===== src/rtl/alu_response_recorder.sv =====
// ============================================================================
// Module   : alu_response_recorder
// Function : Captures valid ALU_System response samples into a FWFT FIFO that
//            a ready/valid port drains; optional comparator via REC_COMPARE_EN.
// Revision : 1.0  initial release
// ============================================================================
`default_nettype none

module alu_response_recorder #(
    parameter int DEPTH       = 16,
    parameter int MAX_SAMPLES = 0
) (
    input  logic                      Clock,
    input  logic                      Reset,
    input  logic                      Start,
    input  logic                      Stop,
    input  logic                      SampleValid,
    input  logic [7:0]                ALUOut,
    input  logic [3:0]                ALUOutFlag,
    input  logic [7:0]                Address,
    input  logic [7:0]                MemoryOut,
    input  logic [7:0]                MuxCOut,
    input  logic [35:0]               ExpData,
    input  logic                      RdReady,
    output logic                      RdValid,
    output logic [35:0]               RdData,
    output logic [7:0]                RdTag,
    output logic [$clog2(DEPTH):0]    Count,
    output logic                      Busy,
    output logic                      Overflow,
    output logic [7:0]                MismatchCount
);

    localparam int AW = $clog2(DEPTH);
    localparam int CW = AW + 1;

    typedef enum logic [0:0] {
        ST_IDLE    = 1'b0,
        ST_CAPTURE = 1'b1
    } state_t;

    state_t          state_q, state_d;
    logic [AW-1:0]   wr_ptr_q, wr_ptr_d;
    logic [AW-1:0]   rd_ptr_q, rd_ptr_d;
    logic [CW-1:0]   count_q, count_d;
    logic [7:0]      tag_q, tag_d;
    logic [31:0]     samp_cnt_q, samp_cnt_d;
    logic            ovf_q, ovf_d;

    logic [35:0]     data_mem_q [DEPTH];
    logic [7:0]      tag_mem_q  [DEPTH];

    logic [35:0]     w_packed;
    logic            w_sample;
    logic            w_pop;
    logic            w_full;
    logic            w_wr;

    assign w_packed = {ALUOutFlag, ALUOut, Address, MemoryOut, MuxCOut};
    assign w_sample = (state_q == ST_CAPTURE) && SampleValid;
    assign w_pop    = (count_q != '0) && RdReady;
    assign w_full   = (count_q == CW'(DEPTH));
    // A full FIFO still accepts a write when the head leaves on the same edge.
    assign w_wr     = w_sample && (!w_full || w_pop);

    always_comb begin
        state_d    = state_q;
        tag_d      = tag_q;
        samp_cnt_d = samp_cnt_q;
        ovf_d      = ovf_q;
        wr_ptr_d   = wr_ptr_q + {{(AW-1){1'b0}}, w_wr};
        rd_ptr_d   = rd_ptr_q + {{(AW-1){1'b0}}, w_pop};
        unique case ({w_wr, w_pop})
            2'b10:   count_d = count_q + CW'(1);
            2'b01:   count_d = count_q - CW'(1);
            default: count_d = count_q;
        endcase

        unique case (state_q)
            ST_IDLE: begin
                if (Start && !Stop) begin
                    state_d    = ST_CAPTURE;
                    tag_d      = 8'h00;
                    samp_cnt_d = 32'd0;
                    ovf_d      = 1'b0;
                end
            end
            ST_CAPTURE: begin
                if (w_sample) begin
                    tag_d      = tag_q + 8'h01;
                    samp_cnt_d = samp_cnt_q + 32'd1;
                    if (!w_wr) begin
                        ovf_d = 1'b1;
                    end
                    if ((MAX_SAMPLES != 0) && (samp_cnt_q == 32'(MAX_SAMPLES - 1))) begin
                        state_d = ST_IDLE;
                    end
                end
                if (Stop) begin
                    state_d = ST_IDLE;
                end
            end
            default: state_d = ST_IDLE;
        endcase
    end

    always_ff @(posedge Clock) begin
        if (!Reset) begin
            state_q    <= ST_IDLE;
            wr_ptr_q   <= '0;
            rd_ptr_q   <= '0;
            count_q    <= '0;
            tag_q      <= 8'h00;
            samp_cnt_q <= 32'd0;
            ovf_q      <= 1'b0;
        end else begin
            state_q    <= state_d;
            wr_ptr_q   <= wr_ptr_d;
            rd_ptr_q   <= rd_ptr_d;
            count_q    <= count_d;
            tag_q      <= tag_d;
            samp_cnt_q <= samp_cnt_d;
            ovf_q      <= ovf_d;
        end
    end

    // Storage needs no reset: entries are only visible while Count covers them.
    always_ff @(posedge Clock) begin
        if (Reset && w_wr) begin
            data_mem_q[wr_ptr_q] <= w_packed;
            tag_mem_q[wr_ptr_q]  <= tag_q;
        end
    end

`ifdef REC_COMPARE_EN
    logic [7:0] mismatch_q, mismatch_d;

    always_comb begin
        mismatch_d = mismatch_q;
        if ((state_q == ST_IDLE) && Start && !Stop) begin
            mismatch_d = 8'h00;
        end else if (w_sample && (w_packed != ExpData) && (mismatch_q != 8'hFF)) begin
            mismatch_d = mismatch_q + 8'h01;
        end
    end

    always_ff @(posedge Clock) begin
        if (!Reset) begin
            mismatch_q <= 8'h00;
        end else begin
            mismatch_q <= mismatch_d;
        end
    end

    assign MismatchCount = mismatch_q;
`else
    logic unused_expdata;
    assign unused_expdata = ^ExpData;
    assign MismatchCount  = 8'h00;
`endif

    assign RdValid  = (count_q != '0);
    assign RdData   = RdValid ? data_mem_q[rd_ptr_q] : 36'h0;
    assign RdTag    = RdValid ? tag_mem_q[rd_ptr_q]  : 8'h00;
    assign Count    = count_q;
    assign Busy     = (state_q == ST_CAPTURE);
    assign Overflow = ovf_q;

endmodule

`default_nettype wire


===== config.mk =====
export PLATFORM = sky130hd
export DESIGN_NAME = alu_response_recorder
export DESIGN_NICKNAME = d
export VERILOG_FILES = /design/src/rtl/alu_response_recorder.sv
export SDC_FILE = /design/constraint.sdc
export NUM_CORES = 1
export LEC_CHECK = 0
export ABC_AREA = 1
export ABC_CLOCK_PERIOD_IN_PS = 4300
export BUFFER_PORTS_ARGS = -buffer_cell sky130_fd_sc_hd__buf_4
export CAP_MARGIN = 25
export CORE_MARGIN = 2
export CORE_UTILIZATION = 41
export CTS_CLUSTER_DIAMETER = 150
export DETAILED_ROUTE_END_ITERATION = 8
export PLACE_DENSITY_LB_ADDON = 0.25
export SLEW_MARGIN = 20
export SYNTH_ARGS = -nofsm -noshare
export SYNTH_HDL_FRONTEND = slang
export SYNTH_SLANG_ARGS = --single-unit

===== constraint.sdc =====
create_clock -name Clock -period 4.3 [get_ports Clock]
set_input_delay 0.645 -clock Clock [delete_from_list [all_inputs] [get_ports Clock]]
set_output_delay 0.645 -clock Clock [all_outputs]
set_load 0.01 [all_outputs]

Word-level counts from Yosys, hierarchy flattened
Memories as Yosys holds them, arrays and structs flattened. A register that Yosys moved wholly into a read port is not among the register bits.
Index checks and enable logic that the tools add are counted.

word-level totals
  flip-flop bits (word level) = 23
  bits in latches = 0
  memory bits (writable) = 704
  ROM bits = 0
  input bits = 78
  output and inout bits = 60
  logic and storage cells = 49
  memories kept = 2

cells by class
  $add $sub $neg = 5
  multipliers = 0
  divide/modulo/power cells = 0
  magnitude comparators = 0
  eq/ne operators = 6
  shifts and indexed selects = 0
  multiplexer cells = 17
  bitwise gates (word level) = 1
  reduce and logical (&&, ||, !) cells = 12

memories
  name        depth  bits a word  rd ports  clocked after memory_dff  write ports  line  source
  data_mem_q  16     36           1         1                         1            50    logic [35:0] data_mem_q [DEPTH];
  tag_mem_q   16     8            1         1                         1            51    logic [7:0] tag_mem_q [DEPTH];

operator list
  operator             count
  $mux 36              1
  $mux 8               3
  $pmux 8 s2           1
  $pmux 5 s2           1
  $add 4x1->4          2
  $add 8x1->8 const B  1
  $mux 4               2
  $mux 1               7
  $add 5x1->5 const B  1
  $eq 5x5->1 const B   1
  $logic_and 1x1->1    5
  $reduce_bool 5->1    1
  $sub 5x1->5 const B  1
  $ne 2x2->1 const B   2
  $pmux 1 s2           2
  $reduce_and 3->1     1
  $eq 2x1->1 const B   1
  $eq 2x2->1 const B   1
  $logic_not 1->1      2
  $ne 2x1->1 const B   1
  $reduce_and 2->1     1
  $reduce_bool 2->1    1
  $logic_or 1x1->1     1
  $not 1->1            1

Depth between registers and ports, before layout
Gate-level depths: netlist (run 1).

  word-level depth = 7
  depth in mapped cells = 12
  mapped depth without buffers = 12

Worst setup path before layout (run 1)
No wires, ideal clock.

  path type = input-to-reg
  start point = in SampleValid
  end point = mem data_mem_q[0][0], enable pin
  data arrival time = 3.130 ns
  slack = 0.724 ns
  cell stages on the path = 6
  path buffers = 0
  path through = nand2_1 clkinv_1 nand2_1 nor2_1 nand3_1 nor2_1

between the ends
  cells in the longest elaborated chain, start to end = 5

ends and longest elaborated chain
  item                          line  source
  start: declaration            17    input logic SampleValid,
  $logic_and 1x1->1             60    assign w_sample = (state_q == ST_CAPTURE) && SampleValid;
  $logic_and 1x1->1             64    assign w_wr = w_sample && (!w_full || w_pop);
  $logic_and 1x1->1             129   if (Reset && w_wr) begin
  $mux 1                        129
  $mux 1 (not written as such)  130   data_mem_q[wr_ptr_q] <= w_packed;
  end: declaration              50

Every way passes these cells.

==> results.md, run 1 <==
* Core footprint at 71200 um^2
* Status: finished, final reports clean
* Global-route wire length before repair at 109 mm
* Layout cells sized above 1 at 0.101
* Critical Path Source Type: flip-flop
* Crit path buffers/inverters at 3
* Clock Path Buffers at 3
* Net Sw Power at 0.00597 W
* Final hold slack at 0.186 ns
* CTS Buf Count at 77
* Hpwl dp at 34.0 mm
* Avg Cell Area, Syn at 11.8 um^2
* CP top delay family: buffers and inverters
* Per-cell routed wire length at 20.3 um
* Chip Width at 272 um
* Synth Register Bits at 727
* GRT Overall Usage at 0.194
* Yosys cell types at 24
* First DRT Iteration DRCs at 1670
* DR vias at 19000
* Cells after synthesis at 2501
* Crit share post-route at 0.834
* CTS sink cnt at 727
* H-tree lvl count at 3
* Worst-Margin Slew at 1.11 ns
* Slowest stage cell, crit path: buf_4
* Arrival time worst endpoint at 2.94 ns
* Max Fanout on Critical Path at 97
* Setup CP Type: flip-flop to primary output
* Worst R2R Setup Slack at 1.43 ns
* Pin count of the biggest net entering global routing at 179
* Setup bufs post-CTS at 0
* Max Cap Violations at 0
* Vias per std cell at 5.31
* Routed wire length at 72.5 mm
* # diodes at 0
* Layout area overhead at 14.3%
* Row count at 98
* Die height at 272 um
* Clk Latency, worst-skew pair at 0.62 ns
* CTS tree: built
* Setup violators final at 0
* Yosys warns at 0
* Total congestion overflow at 0
* Int Pwr at 0.0132 W
* Total negative slack at 0 ns
* Most Frequent Cell on Critical Path: nand2_1
* Post-CTS Hold Buffers at 0
* Die area at 73900 um^2
* Final nets at 2650
* Post-synth design cell area at 29400 um^2
* Worst slew margin at 0.261
* Crit path cell chain: inv_8, buf_4, nand2_1, nand3_1, nand3_1, nand2_1, nand2_1, a21oi_1, buf_4
* IO buf count at 93
* Initial DRT Pass Iterations at 5
* Residual DRC count at 0
* Gate power share at 0.253
* CTS clock-pin slew for the worst setup and hold paths at 0.06 ns
* RSZ-0062 raised after global routing: no
* Final Max Tran Viols at 0
* Post-CTS sizing at 0
* Final hold violations at 0
* Reg power frac at 0.409
* Clk root buf: clkbuf_16
* Required @ worst endpoint at 3.65 ns
* Skew final at 0.0265 ns
* Sw Ratio at 0.312
* Fmax at 279 MHz
* Power per cell area at 569 nW/um^2
* Post-route ant nets at 0
* Clock network power share at 0.338
* Sequential element share of the synthesized area at 0.734
* Static Leak at 12.1 nW
* Max VDD drop at 0.000418 V
* Antenna violations before repair at 0
* Crit. End Element: primary output
* Min-Delay Path Class: input port to flip-flop
* IO Count at 138
* CP peak stage delay at 0.50 ns
* Starting Density at 0.413
* RePlAce Congestion at 0.719
* Number of global-route vias before repair at 18417
* Minimum clock period at 3.58 ns
==> layout by cell type (no fill, tap or decap) <==
cell type   synthesis  final
clkbuf_16           0     80
inv_2               4      2
conb_1              1      8
xnor2_1             2      2
bufinv_16           0      7
inv_8               0      2
dfxtp_1            23     19
clkinv_2            0     13
edfxtp_1          704    704
nor2_4              0     16
clkinvlp_4          0      2
ha_1                8      8
nor2_1             40     24
o21ai_0             9      9
buf_4              31    113
fa_1                1      1
clkinv_8            0      1
nand3_1           547    547
a31oi_1             1      1
dfxtp_2             0      1
clkinv_1            2     18
nand2_1           915    915
buf_12              0     20
dfxtp_4             0      3
a21oi_1            55     55
clkinv_4            0      1
inv_6               0      3
inv_1              26     26
nand3b_1            1      1
a211oi_1            1      1
clkbuf_1           30     19
nor4_1              1      1
xor2_1              3      3
==> per-stage QoR <==
stage | setup slack [ns] | area, um^2 | total power [W] | util | cells
global route | 0.522 | 33600 | 0.0201 | 0.472 | 3576
CTS | 0.665 | 33600 | 0.0193 | 0.472 | 3576
detailed placement | 1.08 | 31200 | 0.0129 | 0.438 | 3434
global placement | 1.16 | 31200 | 0.0128 | 0.438 | 3434
floorplan | 0.724 | 29500 | 0.0114 | - | 2508
finish | 0.715 | 33600 | 0.0191 | 0.472 | 3576
==> flip-flops by register name, summed over array words and instances (netlist names) <==
signal / count
tag_mem_q: 128
Count: 5
Overflow: 1
rd_ptr_q: 4
Busy: 1
tag_q: 8
data_mem_q: 576
wr_ptr_q: 4
==> layout make-up <==
type / count / area (um^2)
Timing Repair Buffer: 133 / 1250
Clock buffer: 99 / 2070
Sequential cell: 727 / 21600
Clock inverter: 43 / 400
Inverter: 32 / 136
Multi-Input combinational cell: 1592 / 6980
Tap cell: 950 / 1190
Fill cell: 6254 / 37600
==> cells by family (layout without fill, tap and decap cells) <==
kind of cell / Yosys count / after routing / share of synthesized area
fa+ha+maj: 9 / 9 / 0.00408
simple gates: 1504 / 1504 / 0.215
other cells: 1 / 8 / 0.000127
flops: 727 / 727 / 0.734
buf+inv: 189 / 307 / 0.0338
compound gates: 66 / 66 / 0.0114
xor+xnor: 5 / 5 / 0.00149
==> metal layers <==
metal / GRT usage / share of wire / wire, um
met5: 0 / 0 / 0
met1: 0.267 / 0.44 / 31700
met4: 0.0685 / 0.027 / 1960
met2: 0.317 / 0.47 / 34300
met3: 0.0268 / 0.061 / 4460
==> power groups by stage <==
stage               Clock, W  Sequential [W]  Combinational, W
floorplan                  0         0.00797           0.00340
global placement           0         0.00798           0.00479
detailed placement         0         0.00798           0.00488
CTS                  0.00661         0.00783           0.00490
global route         0.00688         0.00783           0.00543
finish               0.00646         0.00783           0.00485
==> synth_stat cells (all sizes together) <==
| cell type | count | area share |
|---|---|---|
| a21oi | 55 | 0.0094 |
| ha | 8 | 0.0034 |
| edfxtp | 704 | 0.72 |
| inv | 30 | 0.0038 |
| xnor2 | 2 | 0.00060 |
| nor4 | 1 | 0.00021 |
| dfxtp | 23 | 0.016 |
| nand2 | 915 | 0.12 |
| o21ai | 9 | 0.0015 |
| nand3 | 547 | 0.093 |
| nand3b | 1 | 0.00026 |
| a31oi | 1 | 0.00021 |
| fa | 1 | 0.00068 |
| conb | 1 | 0.00013 |
| xor2 | 3 | 0.00089 |
| clkbuf | 30 | 0.0038 |
| clkinv | 2 | 0.00026 |
| buf | 127 | 0.026 |
| a211oi | 1 | 0.00026 |
| nor2 | 40 | 0.0051 |
==> path summary, 6_finish.rpt <==
path	start	end	cells past startpoint
setup / recovery	rd_ptr_q[0]$_SDFF_PN0_	RdData[33]	9
setup reg to reg	Busy$_SDFF_PN0_	data_mem_q[14][11]$_DFFE_PP_	7
hold / removal	Stop	Busy$_SDFF_PN0_	2
hold reg to reg	Busy$_SDFF_PN0_	Busy$_SDFF_PN0_	2
==> worst reg2reg max path: stages, from the launching register on <==
cell and delay, ns:
dfxtp_1 0.37, nand2_1 0.11, clkinv_1 0.16, nand2_1 0.13, nor2_1 0.23, nand3_1 0.36
nor2_4 0.81, buf_4 0.37
Power figures use the tool's default switching activity.
==> run 2, diff against run 1 <==
ABC_AREA = 0   (was 1)
ABC_CLOCK_PERIOD_IN_PS = 2900   (was 4300)
clock period = 2.9 ns   (was 4.3 ns; I/O delays follow)
==> run 2 against run 1 <==
The run now ends with setup timing left; global-route usage is 1.8 points lower; via count is 31% lower; clock-buffer cell count down 4; total power up 36%; synthesized area shrank 5.2%; cell count shrank 34%; largest power group unchanged; highest routed layer is now met5.
==> results.md, run 2 <==
* Vias per std cell at 5.56 (was 5.31)
* Avg Cell Area, Syn at 22.6 um^2 (was 11.8 um^2)
* Fill count at 5407 (was 6254)
* Total congestion overflow at 0 (unchanged)
* Skew final at 0.0238 ns (was 0.0265 ns)
* Max Fanout on Critical Path at 6 (was 97)
* Die height at 265 um (was 272 um)
* Residual DRC count at 0 (unchanged)
* Max reg flops at 576 (unchanged)
* Worst Setup SP: Count[1]$_SDFFE_PN0P_ (was rd_ptr_q[0]$_SDFF_PN0_)
* Hpwl dp at 33.5 mm (was 34.0 mm)
* IO buf count at 93 (unchanged)
* Die area at 70200 um^2 (was 73900 um^2)
* Synth Register Bits at 727 (unchanged)
* Post-route ant nets at 0 (unchanged)
* Cells after synthesis at 1236 (was 2501)
* Most common cell after layout, fill and taps aside: edfxtp_1 (was nand2_1)
* Final hold violations at 0 (unchanged)
* Area of the multi-input gates at 6220 um^2 (was 6980 um^2)
* Status: finished, violations left (was finished, final reports clean)
* Yosys top cell area share at 0.758 (was 0.718)
* Initial DRT Pass Iterations at 7 (was 5)
* Final nets at 1523 (was 2650)
* Yosys cell types at 46 (was 24)
* Max Cap Violations at 0 (unchanged)
* Setup ws final at -0.294 ns (was 0.715 ns)
* Clk Latency, worst-skew pair at 0.62 ns (about the same)
* First DRT Iteration DRCs at 1048 (was 1670)
* Minimum clock period at 3.19 ns
* Row count at 95 (was 98)
* Antenna violations before repair at 1 (was 0)
* RSZ-0062 raised after global routing: yes (was no)
* Number of synthesized flops with an enable pin at 704 (unchanged)
* Final Max Tran Viols at 0 (unchanged)
* H-tree lvl count at 3 (unchanged)
* Per-cell routed wire length at 25.7 um (was 20.3 um)
* Post-synth top cells: 704 x edfxtp_1, 176 x mux4_2, 47 x mux2i_1, 45 x nor2b_1, 44 x a221o_1 (was 915 x nand2_1, 704 x edfxtp_1, 547 x nand3_1, 63 x buf_2, 55 x a21oi_1)
* Critical Path Sink: RdData[3] (was RdData[33])
* Routed wire length at 60.7 mm (was 72.5 mm)
* Fin util at 0.496 (was 0.472)
* Layout cells sized above 1 at 0.343 (was 0.101)
* Setup WS pre-CTS at -0.0159 ns (was 1.08 ns)
* FF/Latch Area at 21600 um^2 (about the same)
* Chip Width at 265 um (was 272 um)
* Max VDD drop at 0.000439 V (was 0.000418 V)
* Setup CP Type: flip-flop to primary output (unchanged)
* Ys async rst share at 0 (unchanged)
* Post-synth design cell area at 27900 um^2 (was 29400 um^2)
* Pin count of the biggest net entering global routing at 61 (was 179)
* Count leader, synth: edfxtp_1 (was nand2_1)
* Clock Path Buffers at 3 (unchanged)
* Fmax at 313 MHz
* Largest registers: data_mem_q: 576 flops, tag_mem_q: 128 flops, tag_q: 8 flops (unchanged)
* Setup violators final at 44 (was 0)
* Global-route wire length before repair at 90.2 mm (was 109 mm)
* Top_reg_cell synth: edfxtp_1 (unchanged)
* Synth area leader: edfxtp_1 (unchanged)
* Crit share post-route at 1.10
* Starting Density at 0.415 (was 0.413)
* Static Leak at 10.5 nW (was 12.1 nW)
* RePlAce Congestion at 0.709 (was 0.719)
* Worst r2r src: Count[1]$_SDFFE_PN0P_ (was Busy$_SDFF_PN0_)
* Worst r2r dst: Count[4]$_SDFFE_PN0P_ (was data_mem_q[14][11]$_DFFE_PP_)
* Commonest non-fill, non-tap cells in the layout: 704 x edfxtp_1, 176 x mux4_2, 127 x buf_4 (was 915 x nand2_1, 704 x edfxtp_1, 547 x nand3_1)
* Clk root buf: clkbuf_16 (unchanged)
* Sequential element share of the synthesized area at 0.774 (was 0.734)
* Required @ worst endpoint at 2.47 ns (was 3.65 ns)
* Worst R2R Setup Slack at 0.09 ns (was 1.43 ns)
* Yosys warns at 0 (unchanged)
* # diodes at 0 (unchanged)
* Failing checks: setup timing
* R2R depth at 11 (was 7)
* Worst slew margin at 0.345 (was 0.261)
* Critical Path Source Type: flip-flop (unchanged)
* Power per cell area at 781 nW/um^2 (was 569 nW/um^2)
* CTS sink cnt at 727 (unchanged)
* Core footprint at 67300 um^2 (was 71200 um^2)
* GRT Overall Usage at 0.176 (was 0.194)
* Number of global-route vias before repair at 13952 (was 18417)
* Layout area overhead at 19.6% (was 14.3%)
* CTS tree: built (unchanged)
* Arrival time worst endpoint at 2.76 ns (was 2.94 ns)
* Min-Delay Path Class: input port to flip-flop (unchanged)
* IO Count at 138 (unchanged)
* DR vias at 13156 (was 19000)
* CTS clock-pin slew for the worst setup and hold paths at 0.06 ns (about the same)
* Reg with most FFs: data_mem_q (unchanged)
* Final hold slack at 0.0902 ns (was 0.186 ns)
* Most area-consuming cells after synthesis: edfxtp_1 76%, mux4_2 14%, mux2i_1 1.7% (was edfxtp_1 72%, nand2_1 12%, nand3_1 9.3%)
* Worst-Margin Slew at 0.982 ns (was 1.11 ns)
* CTS Buf Count at 77 (unchanged)
* Crit. End Element: primary output (unchanged)
## run 2: where the power goes
part           switching, W  internal (W)  leakage, nW
clock network       0.00386       0.00552         1.18
logic               0.00235       0.00273         2.76
registers         0.0000798        0.0115         6.53
total               0.00629        0.0198         10.5
## run 2: logic make-up after synthesis
| group | Yosys count | synth area share |
|---|---|---|
| compound gates | 63 | 0.0202 |
| xor+xnor | 7 | 0.00220 |
| fa+ha+maj | 9 | 0.00431 |
| buf+inv | 79 | 0.0137 |
| flops | 727 | 0.774 |
| mux | 223 | 0.159 |
| other cells | 1 | 0.000134 |
| simple gates | 127 | 0.0263 |
## run 2: how the worst min path moves through the flow
stage,start,endpoint,slack [ns],depth (start not counted)
floorplan,Overflow$_SDFFE_PN0P_,Overflow$_SDFFE_PN0P_,0.50,2
global placement,Overflow$_SDFFE_PN0P_,Overflow$_SDFFE_PN0P_,0.49,2
global route,Start,Busy$_SDFF_PN0_,0.09,3
finish,Start,Busy$_SDFF_PN0_,0.09,3
detailed placement,Overflow$_SDFFE_PN0P_,Overflow$_SDFFE_PN0P_,0.47,2
CTS,Start,Busy$_SDFF_PN0_,0.05,3
## run 2: repair_timing
action,CTS,global route
endpoints found under the setup margin,57,45
setup buffers,5,2
endpoints found under the hold margin,1,0
gates resized for setup,36,26
hold buffers,1,0
pin swaps,6,2
cloned,5,1
## run 2: worst max-delay path: stages (launching register included)
cell     delay, ns
dfxtp_2       0.32
or4_4         0.53
or2_4         0.26
nor2b_4       0.20
buf_12        0.17
nor2b_4       0.12
a221o_1       0.36
buf_6         0.16
## run 2: cell type report
type / count / area share
multi-input cells: 438 / 0.187
well taps: 873 / 0.0327
flip-flops and latches: 727 / 0.648
inverters: 3 / 0.000337
clock inverters: 42 / 0.0114
repair buffers: 189 / 0.0601
clock buffers: 95 / 0.0610
## run 2: per-stage QoR
stage	instances	total power, W	instance area [um^2]	TNS (ns)
global route	2367	0.0271	33400	-15.12
detailed placement	2216	0.0162	30500	-0.107
finish	2367	0.0261	33400	-11.50
CTS	2364	0.0263	33200	-14.75
global placement	2215	0.0162	30500	-0.0896
floorplan	1243	0.0146	27900	-392.81
## run 2: routing by layer
metal  track usage  routed length [um]  share of wire
met4        0.0508                1030          0.017
met2         0.292               30400           0.50
met3        0.0280                2950          0.049
met5             0                  13        0.00021
met1         0.244               26400           0.43
